$ cat config.mk
export PLATFORM = sky130hd
export DESIGN_NAME = treeval_ctrl
export DESIGN_NICKNAME = d
export VERILOG_FILES = /design/src/rtl/treeval_pkg.sv /design/src/rtl/treeval_ctrl_field_ser.sv /design/src/rtl/treeval_ctrl.sv
export SDC_FILE = /design/constraint.sdc
export NUM_CORES = 1
export LEC_CHECK = 0
export CORE_ASPECT_RATIO = 0.8
export CORE_MARGIN = 2
export CORE_UTILIZATION = 55
export CTS_CLUSTER_SIZE = 24
export DETAILED_ROUTE_END_ITERATION = 10
export PLACE_DENSITY = 0.92
export SLEW_MARGIN = 5
export SYNTH_ARGS = -nofsm -noshare
export SYNTH_HDL_FRONTEND = slang
export SYNTH_SLANG_ARGS = --single-unit
$ cat constraint.sdc
create_clock -name clk -period 5.5 [get_ports clk]
set_input_delay 0.55 -clock clk [delete_from_list [all_inputs] [get_ports clk]]
set_output_delay 0.55 -clock clk [all_outputs]
set_load 0.01 [all_outputs]
$ cat src/rtl/treeval_pkg.sv
// Shared types for the treeval sequencer: widths, FSM and field enums, and the node record.
package treeval_pkg;

  localparam int W_ADDR   = 10;
  localparam int W_ACTION = 3;
  localparam int W_REWARD = 11;
  localparam int W_WEIGHT = 8;
  localparam int W_DATA   = 11;

  typedef enum logic [2:0] {
    S_IDLE,
    S_LOAD,
    S_CONF,
    S_SETTLE,
    S_RUN,
    S_RESULT
  } tvc_state_t;

  typedef enum logic [1:0] {
    F_W,
    F_P,
    F_R,
    F_A
  } tvc_field_t;

  typedef struct packed {
    logic [W_ADDR-1:0]   addr;
    logic [W_ADDR-1:0]   parent;
    logic [W_ACTION-1:0] action;
    logic [W_REWARD-1:0] reward;
    logic [W_WEIGHT-1:0] weight;
    logic                last;
  } tvc_rec_t;

  // Zero-extended value of one record field as written on mem_data.
  function automatic logic [W_DATA-1:0] field_data(input tvc_rec_t r, input tvc_field_t f);
    logic [W_DATA-1:0] d;
    d = '0;
    case (f)
      F_W:     d = W_DATA'(r.weight);
      F_P:     d = W_DATA'(r.parent);
      F_R:     d = W_DATA'(r.reward);
      F_A:     d = W_DATA'(r.action);
      default: d = '0;
    endcase
    return d;
  endfunction

endpackage

$ cat src/rtl/treeval_ctrl_field_ser.sv
// Holds one node record and writes its fields W,P,R,A on consecutive cycles.
// Handshake: a record transfers on a cycle where rec_valid & rec_ready are both high.
module tvc_field_ser
  import treeval_pkg::*;
(
  input  logic              clk,
  input  logic              rst,
  input  logic              enable,
  input  logic              flush,
  input  logic              rec_valid,
  input  tvc_rec_t          rec,
  output logic              rec_ready,
  output logic              accept,
  output logic              last_done,
  output logic              mem_weight,
  output logic              mem_par,
  output logic              mem_rew,
  output logic              mem_act,
  output logic [W_ADDR-1:0] mem_addr,
  output logic [W_DATA-1:0] mem_data
);

  logic       held;
  tvc_field_t phase;
  tvc_field_t nxt;
  tvc_rec_t   rec_q;
  logic [3:0] strobe;

  // A new record may overlap the A write of the held one, except after the last record.
  assign rec_ready = enable & (~held | ((phase == F_A) & ~rec_q.last));
  assign accept    = rec_valid & rec_ready;
  assign last_done = held & (phase == F_A) & rec_q.last;
  assign nxt       = tvc_field_t'(phase + 2'd1);

  assign mem_weight = strobe[0];
  assign mem_par    = strobe[1];
  assign mem_rew    = strobe[2];
  assign mem_act    = strobe[3];

  always_ff @(posedge clk or negedge rst) begin
    if (!rst) begin
      held     <= 1'b0;
      phase    <= F_W;
      rec_q    <= '0;
      strobe   <= '0;
      mem_addr <= '0;
      mem_data <= '0;
    end else if (flush) begin
      held   <= 1'b0;
      phase  <= F_W;
      strobe <= '0;
    end else if (accept) begin
      held     <= 1'b1;
      phase    <= F_W;
      rec_q    <= rec;
      strobe   <= 4'b0001;
      mem_addr <= rec.addr;
      mem_data <= field_data(rec, F_W);
    end else if (held && phase != F_A) begin
      phase    <= nxt;
      strobe   <= 4'b0001 << nxt;
      mem_data <= field_data(rec_q, nxt);
    end else begin
      held   <= 1'b0;
      strobe <= '0;
    end
  end

endmodule

$ cat src/rtl/treeval_ctrl.sv
// Job sequencer for one treeval: loads node records, configures the node count,
// runs the requested number of backward passes and holds the root result.
module treeval_ctrl
  import treeval_pkg::*;
#(
  parameter int W_ADDR     = treeval_pkg::W_ADDR,
  parameter int W_ACTION   = treeval_pkg::W_ACTION,
  parameter int W_REWARD   = treeval_pkg::W_REWARD,
  parameter int W_WEIGHT   = treeval_pkg::W_WEIGHT,
  parameter int W_DATA     = treeval_pkg::W_DATA,
  parameter int W_PASS     = 6,
  parameter int WDOG_LIMIT = 65535
) (
  input  logic                clk,
  input  logic                rst,
  input  logic                start,
  input  logic [W_PASS-1:0]   cfg_passes,
  input  logic                rec_valid,
  output logic                rec_ready,
  input  logic [W_ADDR-1:0]   rec_addr,
  input  logic [W_ADDR-1:0]   rec_parent,
  input  logic [W_ACTION-1:0] rec_action,
  input  logic [W_REWARD-1:0] rec_reward,
  input  logic [W_WEIGHT-1:0] rec_weight,
  input  logic                rec_last,
  output logic                tv_rst,
  output logic                mem_weight,
  output logic                mem_par,
  output logic                mem_rew,
  output logic                mem_act,
  output logic [W_ADDR-1:0]   mem_addr,
  output logic [W_DATA-1:0]   mem_data,
  output logic                conf_nodes,
  output logic [W_ADDR-1:0]   conf_data,
  input  logic                exp_change,
  input  logic [W_REWARD-1:0] exp,
  input  logic [W_ACTION-1:0] act,
  output logic                res_valid,
  input  logic                res_ready,
  output logic [W_REWARD-1:0] res_exp,
  output logic [W_ACTION-1:0] res_act,
  output logic                busy,
  output logic                err,
  output tvc_state_t          dbg_state
);

  tvc_state_t          state;
  tvc_state_t          state_nxt;
  tvc_rec_t            rec_in;
  logic [W_ADDR-1:0]   rec_cnt;
  logic [W_PASS-1:0]   passes_lat;
  logic [W_PASS-1:0]   pass_cnt;
  logic                exp_prev;
  logic [15:0]         wdog_cnt;
  logic                accept;
  logic                last_done;
  logic                load_err;
  logic                rise;
  logic                pass_done;
  logic                timeout;

  assign rec_in = '{addr: rec_addr, parent: rec_parent, action: rec_action,
                    reward: rec_reward, weight: rec_weight, last: rec_last};

  tvc_field_ser u_ser (
    .clk        (clk),
    .rst        (rst),
    .enable     (state == S_LOAD),
    .flush      (load_err),
    .rec_valid  (rec_valid),
    .rec        (rec_in),
    .rec_ready  (rec_ready),
    .accept     (accept),
    .last_done  (last_done),
    .mem_weight (mem_weight),
    .mem_par    (mem_par),
    .mem_rew    (mem_rew),
    .mem_act    (mem_act),
    .mem_addr   (mem_addr),
    .mem_data   (mem_data)
  );

  // Overflowing the address space, or a tree with a single node, aborts the load.
  assign load_err  = accept & ((rec_cnt == '1) | (rec_last & (rec_cnt == '0)));
  assign rise      = (state == S_RUN) & exp_change & ~exp_prev;
  assign pass_done = rise & ((pass_cnt + W_PASS'(1)) == passes_lat);
  assign timeout   = (state == S_RUN) & (wdog_cnt == 16'(WDOG_LIMIT - 1));
  assign busy      = (state != S_IDLE);
  assign dbg_state = state;

  always_comb begin
    state_nxt = state;
    case (state)
      S_IDLE:   if (start) state_nxt = S_LOAD;
      S_LOAD: begin
        if (load_err)       state_nxt = S_IDLE;
        else if (last_done) state_nxt = S_CONF;
      end
      S_CONF:   state_nxt = S_SETTLE;
      S_SETTLE: state_nxt = S_RUN;
      S_RUN: begin
        if (pass_done)    state_nxt = S_RESULT;
        else if (timeout) state_nxt = S_IDLE;
      end
      S_RESULT: if (res_ready) state_nxt = S_IDLE;
      default:  state_nxt = S_IDLE;
    endcase
  end

  always_ff @(posedge clk or negedge rst) begin
    if (!rst) begin
      state      <= S_IDLE;
      tv_rst     <= 1'b1;
      conf_nodes <= 1'b0;
      conf_data  <= '0;
      res_valid  <= 1'b0;
      res_exp    <= '0;
      res_act    <= '0;
      err        <= 1'b0;
      rec_cnt    <= '0;
      passes_lat <= '0;
      pass_cnt   <= '0;
      exp_prev   <= 1'b1;
      wdog_cnt   <= '0;
    end else begin
      state      <= state_nxt;
      tv_rst     <= (state_nxt != S_RUN);
      conf_nodes <= (state_nxt == S_CONF);
      res_valid  <= (state_nxt == S_RESULT);

      if (state == S_LOAD && state_nxt == S_CONF) conf_data <= rec_cnt;
      if (pass_done) begin
        res_exp <= exp;
        res_act <= act;
      end

      if (state == S_IDLE && start) begin
        passes_lat <= (cfg_passes == '0) ? W_PASS'(1) : cfg_passes;
        rec_cnt    <= '0;
        err        <= 1'b0;
      end else if (accept && !load_err) begin
        rec_cnt <= rec_cnt + W_ADDR'(1);
      end
      if (load_err || (timeout && !pass_done)) err <= 1'b1;

      // The edge detector starts high so a level already up at RUN entry is not a pass.
      if (state == S_SETTLE) begin
        exp_prev <= 1'b1;
        pass_cnt <= '0;
        wdog_cnt <= '0;
      end else if (state == S_RUN) begin
        exp_prev <= exp_change;
        wdog_cnt <= wdog_cnt + 16'd1;
        if (rise) pass_cnt <= pass_cnt + W_PASS'(1);
      end
    end
  end

endmodule

==> impl_metrics.yaml <==
layout:
  footprint_of_the_multi_input_gates_mm2: 0.002421
  fin_util: 0.7627
  syn_to_final_growth_pct: 34.13
  drive_above_1_share: 0.1083
  numnets_final: 786
  register_area_mm2: 0.003281
  post-route-cell-area_mm2: 0.007873
  antennaDiodeCount: 0
  fillCellCount: 651
  most_frequent_standard_cell_in_the_layout_excluding_fill_and_tap_cells: "nand2_1"
  layoutNonFillerInstCount: 860
  most-common-layout-cells: "nand2_1 (190), dfrtp_1 (129), clkdlybuf4s50_1 (125), o21ai_0 (42), nand3_1 (22)"
floorplanning:
  coreArea_mm2: 0.01032
  core.rowCount: 33
  die_height_um: 96.40
  width_of_the_chip_um: 119.5
  initial_core_util: 0.5686
  fp.dieArea_mm2: 0.01152
  ios: 127
clocking:
  cts_buffers: 17
  ctsHoldBuffers: 0
  clockBufferDepth: 2
  cts_root_buf: "clkbuf_16"
  number_of_sinks_driven_by_the_clock_tree: 131
  cts_resized: 0
  cts.htree.levels: 4
  post_cts.repair.setup_buffers: 0
  worst_skew_pair.late_latency_ns: 0.42
  clk_pin_slew_ns: 0.05
  tritoncts: "done"
pwr:
  power.combinational.fraction: 0.334
  ir_drop_uv: 353.9
  total_leakage_power_nw: 3.681
  power.density_cell_area_mw_per_mm2: 543.5
  p_total_mw: 4.279
  p_seq_frac: 0.367
  p_int_mw: 2.862
  p_sw_frac: 0.3310
  p_clk_frac: 0.299
  netSwitchingPower_mw: 1.416
critical_path:
  crit-reg2reg-launch: "u_ser.phase[0]$_DFFE_PN0P_"
  worstSetupEndpointType: "flip-flop"
  critical_path.startpoint: "u_ser.phase[0]$_DFFE_PN0P_"
  ff2ff_path_depth: 8
  cp_max_fo: 63
  critical-path-max-stage-delay_ns: 0.89
  ff2ff_setup_slack_ns: 1.60
  setup.worst_path.class: "reg2reg"
  critPathArrivalTime_ns: 4.19
  crit_path_cell_trace: "ha_1, nor2b_1, o211ai_2, or3_2, clkinv_1, nor2_1, inv_2, o221a_2"
  worst-endpoint-required_ns: 5.80
  worstSetupEndpoint: "u_ser.mem_data[0]$_DFFE_PN0P_"
  start_kind: "flip-flop"
  rr_endpoint: "u_ser.mem_data[0]$_DFFE_PN0P_"
  critPathSlowestCell: "or3_2"
sta:
  worst_slack_ns: 1.605
  setup_viol: 0
  clock_period_minus_worst_slack_ns: 3.895
  worst-slew-pin-transition_ns: 1.072
  finalCritPeriodShare: 0.7082
  holdWs_ns: 0.2567
  fin_skew_ns: 0.006527
  fmax_mhz: 256.7
  rsz_0062_raised_after_global_routing: "no"
  finalMaxSlewViolations: 0
  relSlewSlack: 0.2855
  setup_tns_ns: 0
  hold_viol: 0
yosys:
  nets_in_the_synthesized_netlist: 665
  synth-warning-count: 0
  yosysSeqAreaShare: 0.5589
  synth.cell_area_mm2: 0.005869
  yosys.cell_types.count: 53
  postSynth.asyncResetShare: 1.000
  avgSynthCellArea_um2: 10.02
  synth.ff_latch_count: 131
  syn_inst: 586
  synth_enable_flop_cells: 0
  synth_top_flop_cell: "dfrtp_1"
routing:
  dr_total_vias: 4953
  wirelength_mm: 14.73
  dr.first_iter.drc_count: 517
  drtPass1Iterations: 6
  wl_per_cell_um: 17.13
  total_drc_errors_in_the_routed_layout: 0
  number_of_nets_still_failing_antenna_checks_after_routing: 0
  vias_per_cell: 5.759
placed_design:
  placedInstanceArea_mm2: 0.007199
  gp_congestion: 0.8356
  dp_cells: 828
  numPortBuffers: 126
  dp.final_hpwl_mm: 9.242
  detailedPlace.worstSlack_ns: 1.625
run_status:
  status: "finished clean"
global_routing:
  grt.total_usage: 0.2697
  grt_first_pass_wirelength_mm: 23.98
  via_count_of_the_first_global_routing_pass: 4892
  grt_start_max_net_pins: 79
  antenna_found_initial: 0
  globalRoute.totalOverflow: 0
job:
  cap_violations: 0
worst_hold_path:
  timing.hold.worst.class: "in2async"
==> power by group through the flow <==
| stage | logic, mW | registers (mW) | clock network [mW] |
|---|---|---|---|
| finish | 1.43 | 1.57 | 1.28 |
| floorplan | 0.807 | 1.56 | 0 |
| global placement | 1.34 | 1.55 | 0 |
| global route | 1.57 | 1.61 | 1.33 |
| detailed placement | 1.41 | 1.56 | 0 |
| CTS | 1.43 | 1.56 | 1.28 |
==> worst min path at each step <==
stage | endpoint | slack, ns
CTS | u_ser.strobe[3]$_DFF_PN0_ | 0.32
global route | u_ser.rec_q[1]$_DFFE_PN0P_ | 0.37
finish | u_ser.rec_q[1]$_DFFE_PN0P_ | 0.26
detailed placement | u_ser.rec_q[11]$_DFFE_PN0P_ | 0.46
global placement | u_ser.rec_q[11]$_DFFE_PN0P_ | 0.46
floorplan | conf_data[0]$_DFFE_PN0P_ | 0.25
==> critical path: cells and delay by family (launching register included) <==
| kind | cells | cell delay [ns] |
|---|---|---|
| AOI/OAI and AO/OA | 2 | 0.54 |
| adders and majority gates | 1 | 0.29 |
| DFF | 1 | 0.46 |
| and+or+nand+nor | 3 | 1.52 |
| buffers and inverters | 2 | 0.96 |
==> synthesized netlist by cell type, types with 2 or more instances <==
| master | count | area [um2] |
|---|---|---|
| xor2_1 | 4 | 35.03 |
| nand4_1 | 10 | 62.56 |
| o31ai_1 | 6 | 45.04 |
| a22oi_1 | 5 | 37.54 |
| inv_1 | 11 | 41.29 |
| o21ai_0 | 42 | 210.2 |
| clkbuf_1 | 17 | 63.81 |
| nand3b_1 | 2 | 15.01 |
| o221a_2 | 8 | 90.09 |
| and2_1 | 8 | 50.05 |
| nor3_1 | 5 | 25.02 |
| a31oi_1 | 4 | 25.02 |
| buf_2 | 6 | 30.03 |
| or3_1 | 3 | 18.77 |
| xnor2_1 | 5 | 43.79 |
| o211ai_1 | 7 | 52.55 |
| and4_1 | 3 | 26.28 |
| a22o_1 | 4 | 35.03 |
| a21oi_1 | 6 | 30.03 |
| dfstp_2 | 2 | 52.55 |
| mux2i_1 | 4 | 40.04 |
| nand2_1 | 190 | 713.2 |
| and3_1 | 4 | 25.02 |
| nor2b_1 | 2 | 12.51 |
| ha_1 | 10 | 125.1 |
| mux2_4 | 5 | 75.07 |
| or4_1 | 2 | 15.01 |
| buf_6 | 2 | 22.52 |
| nor2_1 | 14 | 52.55 |
| a222oi_1 | 3 | 30.03 |
| dfrtp_1 | 129 | 3228 |
| mux2_2 | 19 | 214.0 |
| nor4_1 | 3 | 18.77 |
| nand3_1 | 22 | 110.1 |
==> registers in the layout (all words and copies together) (netlist names) <==
signal          flops
u_ser.held          1
u_ser.strobe        4
u_ser.phase         2
err                 1
tv_rst              1
u_ser.mem_data     11
res_act             3
res_valid           1
u_ser.mem_addr     10
passes_lat          6
dbg_state           3
u_ser.rec_q        33
conf_data          10
rec_cnt            10
exp_prev            1
pass_cnt            6
res_exp            11
conf_nodes          1
wdog_cnt           16
==> layout make-up <==
cell class                 instances  share of cell area
sequential                       131              0.4167
multi-input combinational        416              0.3075
timing repair buffer             128              0.1618
clock buffer                      24             0.06373
inverter                          13            0.006198
tap                              140             0.02225
clock inverter                     8             0.02177
==> metal layers <==
| metal | global-route usage | vias to the layer above | share of wire |
|---|---|---|---|
| met5 | 0 | - | 0 |
| li1 | - | 2249 | - |
| met2 | 0.4510 | 266 | 0.49 |
| met3 | 0.05751 | 28 | 0.077 |
| met1 | 0.3508 | 2410 | 0.42 |
| met4 | 0.1069 | 0 | 0.016 |
==> logic make-up after synthesis <==
| kind of cell | share of synthesized area |
|---|---|
| buffers and inverters | 0.02878 |
| adders and majority gates | 0.02132 |
| muxes | 0.05607 |
| xor gates and xnor gates | 0.01343 |
| and+or+nand+nor | 0.2174 |
| DFF | 0.5589 |
| AOI/OAI and AO/OA | 0.1040 |
Power figures use the tool's default switching activity.
==> edit 1, RTL diff (same settings) <==
`W_PASS`: 6 -> 7.
--- a/src/rtl/treeval_ctrl.sv
+++ b/src/rtl/treeval_ctrl.sv
@@ -9,5 +9,5 @@
   parameter int W_WEIGHT   = treeval_pkg::W_WEIGHT,
   parameter int W_DATA     = treeval_pkg::W_DATA,
-  parameter int W_PASS     = 6,
+  parameter int W_PASS     = 7,
   parameter int WDOG_LIMIT = 65535
 ) (
Ports: changed (resized cfg_passes); port bits go from 127 to 128. The function was not compared with the original's and may differ.
==> edit 1 against the unedited design <==
Design area up 2.4%. Sequential cell count up 2. Wire length up 6.8%. Non-clock buffer count up 4. Area after synthesis up 3.4%. First-iteration DRC count down 31%. Global-route usage up 0.44 points. Sequential power down 6%. Clock power down 7%. Total power down 8.0%. Worst setup slack better by 0.20 ns. Count of clock-buffer cells in the layout down 3. Critical path type unchanged.
==> edit 1: results <==
group,metric,value,unit
critical_path,reg2reg_slack,1.80,ns
critical_path,crit_fanout,55,
global_routing,track_usage,27.42,%
final_layout,nets,822,
power,p_sw,1329,uW
sta,hold-worst-slack,0.2218,ns
synth,synthTopCellsByCount,"nand2_1 (199), dfrtp_1 (131), o21ai_0 (47)",
clock_tree,ctsResizeCount,0,
critical_path,critPathSlowestCell,"inv_1",
global_routing,grt_max_degree,68,
critical_path,max_stage_delay,0.87,ns
final_layout,reg_top3,"u_ser.rec_q (33), wdog_cnt (16)",
synth,synth_area_per_cell,9.821,um^2
detailed_routing,wl,15730,um
critical_path,rr_startpoint,"dbg_state[0]",
placed_design,hpwl,10470,um
synth,synth_xor_area_share,2.309,%
final_layout,final_cells,898,
sta,max-slew-margin-rel,16.05,%
global_routing,use_met3,6.834,%
sta,clock_skew,0.008023,ns
status,run_status,"finished clean",
placed_design,routabilityCongestion,0.8626,
global_routing,grtUsageMet2,44.12,%
global_routing,grt_pass1_wl,25630,um
synth,synth_area_leaders,"dfrtp_1 (54%), nand2_1 (12%), o21ai_0 (3.9%)",
synth,synth_adder_area_share,2.061,%
synth,muxShareOfSynthArea,6.287,%
placed_design,placedCellCount,867,
synth,yosysSeqAreaShare,54.88,%
final_layout,final_layout_size_suffix_gt1_share,9.682,%
detailed_routing,drt_iter0_markers,356,
global_routing,met1_usage,35.20,%
power,ir_drop,0.3377,mV
clock_tree,clk_path_buf_depth,2,
power,p_leak,0.003790,uW
final_layout,n_fill_cell,719,
detailed_routing,viasPerCell,5.745,
critical_path,r2r_cells,7,
sta,fin_crit_sh,67.27,%
synth,syn_nets,698,
global_routing,grt_pass1_vias,5242,
placed_design,port_buffers,127,
synth,synth_compound_area_share,9.647,%
critical_path,r2r_end,"u_ser.rec_q[6]",
synth,ys_types,52,
detailed_routing,drt_first_pass_iters,5,
-- edit 1: cell types whose count changed after synthesis, moves of 5 or more --
cell	delta
xnor2_1	+9
nand2_1	+9
nor2_1	+5
a21oi_1	+7
o21ai_0	+5
o221a_2	-8
-- edit 1: cells by family (layout without fill, tap and decap cells) --
| logic type | count (synthesis) | count (layout) |
|---|---|---|
| and+or+nand+nor | 293 | 293 |
| AOI/OAI and AO/OA | 95 | 95 |
| DFF | 133 | 133 |
| adders and majority gates | 10 | 10 |
| muxes | 32 | 32 |
| buffers and inverters | 39 | 175 |
| xor gates and xnor gates | 16 | 16 |
-- edit 1: area by class of cell --
class                   count  area share, %
multi-input cells         446          31.99
repair buffers            132          16.20
clock inverters            10          1.893
well taps                 144          2.234
inverters                  12         0.5585
clock buffers              21          5.833
flip-flops and latches    133          41.30
-- edit 1: how the worst max path moves through the flow --
stage	startpoint	to	slack, ns	depth (start not counted)
global route	dbg_state[0]	u_ser.rec_q[6]	1.51	7
floorplan	dbg_state[1]	res_exp[2]	2.88	8
finish	dbg_state[0]	u_ser.rec_q[6]	1.80	7
CTS	dbg_state[0]	u_ser.rec_q[6]	1.87	7
detailed placement	rec_valid	u_ser.rec_q[6]	1.86	7
global placement	rec_valid	u_ser.rec_q[1]	2.01	7
-- edit 1: power groups by stage --
stage | clock network (uW) | logic, uW | registers, uW
after floorplan | 0 | 709 | 1460
final | 1190 | 1260 | 1480
after global placement | 0 | 1180 | 1450
after global routing | 1260 | 1390 | 1510
after detailed placement | 0 | 1230 | 1480
after CTS | 1200 | 1250 | 1470
-- edit 1: through the flow --
step                      cell area [um^2]  setup slack, ns
after CTS                             8065            1.866
after floorplan                       6070            2.885
after global placement                7442            2.015
final                                 8065            1.800
after detailed placement              7442            1.857
after global routing                  8065            1.513
-- edit 1: layer usage --
metal / wire, um / vias to the layer above
li1: - / 2362
met1: 6420 / 2481
met2: 7585 / 266
met3: 1259 / 50
met4: 464 / 0
met5: 0 / -
==> edit 2, RTL diff (same settings) <==
Made on the original files. Reset style: synchronous (`rst`), changed in 2 clocked blocks.
--- a/src/rtl/treeval_ctrl_field_ser.sv
+++ b/src/rtl/treeval_ctrl_field_ser.sv
@@ -38,5 +38,5 @@
   assign mem_act    = strobe[3];
 
-  always_ff @(posedge clk or negedge rst) begin
+  always_ff @(posedge clk) begin
     if (!rst) begin
       held     <= 1'b0;
--- a/src/rtl/treeval_ctrl.sv
+++ b/src/rtl/treeval_ctrl.sv
@@ -108,5 +108,5 @@
   end
 
-  always_ff @(posedge clk or negedge rst) begin
+  always_ff @(posedge clk) begin
     if (!rst) begin
       state      <= S_IDLE;
Behaviour: differs if rst is asserted again (counterexample within 4 cycles, from zero or initial values and one cycle with rst low); with rst held inactive, the same outputs for 4 cycles.
==> edit 2 against the unedited design <==
Design area fell by 6.0%. Count of clock-buffer cells in the layout fell by 5. Wire length shrank 0.90%. Sequential cell count is the same. Worst setup slack improved by 0.64 ns. Clock skew increased by 0.00080 ns. Area after synthesis is 6.9% lower. Largest cell class is now multi-input gates. Highest routed layer unchanged.
Power is not compared: it rests on default switching activity, and its combinational part moved more than twofold at a synthesized area within 25%.
==> edit 2: results <==
group,metric,value,unit
sta,clock_skew,0.007322,ns
sta,hold-worst-slack,0.4609,ns
synth,synthTopCellsByCount,"dfxtp_1 (131), nand2_1 (111), nor2_1 (75)",
synth,yosysSeqAreaShare,48.02,%
global_routing,grt_pass1_vias,5133,
final_layout,final_layout_size_suffix_gt1_share,5.168,%
floorplan,core,9649,um^2
final_layout,n_fill_cell,636,
global_routing,grt_max_degree,64,
final_layout,nets,841,
placed_design,placed_area,6758,um^2
detailed_routing,met2_length,7229,um
synth,synth_area_leaders,"dfxtp_1 (48%), nand2_1 (7.6%), a21oi_1 (6.3%)",
synth,syn_nets,733,
hold_path,hold_path_class,"flip-flop to flip-flop",
synth,synth_xor_area_share,5.132,%
critical_path,r2r_end,"rec_cnt[5]",
critical_path,max_stage_delay,0.98,ns
final_layout,nonClkBufAreaFrac,17.35,%
synth,muxShareOfSynthArea,3.666,%
final_layout,nClkBuffers,19,
status,run_status,"finished clean",
final_layout,multi_input_comb_cells,470,
critical_path,r2r_cells,5,
synth,async_flop_share,0,%
sta,worstMarginPinSlew,1.134,ns
critical_path,rr_startpoint,"dbg_state[0]",
final_layout,final_cells,910,
placed_design,routabilityCongestion,0.8704,
final_layout,clk_share,8.659,%
final_layout,sequential_cell_area,2623,um^2
critical_path,worstPathArrival,3.59,ns
synth,synth_adder_area_share,2.291,%
final_layout,utilization,76.67,%
detailed_routing,viasPerCell,5.636,
detailed_routing,wl_met1,5971,um
synth,synth_compound_area_share,14.34,%
placed_design,placedCellCount,879,
global_routing,track_usage,27.56,%
placed_design,post-place-ws,2.241,ns
[edit 2: cell types whose count changed after synthesis, sizes merged, moves of 8 or more]
cell    unedited run  this run
a21oi              6        69
and2               8         0
clkbuf            17        33
dfrtp            129         0
dfxtp              0       131
mux2              24         0
mux2i              4        20
nand2            190       111
nand3             22        31
nor2              14        75
o21ai             42        28
o221a              8         0
xnor2              5        20
xor2               4        12
[edit 2: how the worst max path moves through the flow]
stage,startpoint,to,slack (ns),depth (start not counted)
final,dbg_state[0],rec_cnt[5],2.24,5
after floorplan,dbg_state[0],rec_cnt[7],3.02,8
after CTS,dbg_state[0],rec_cnt[5],2.26,5
after global placement,rec_last,rec_cnt[5],2.29,6
after global routing,rec_cnt[3],rec_cnt[4],1.95,5
after detailed placement,rec_last,rec_cnt[5],2.24,6
[edit 2: per-layer routing]
metal	up-vias	GRT usage, %
li1	2464	-
met1	2414	33.48
met2	215	46.59
met3	36	6.675
met4	0	11.65
met5	-	0
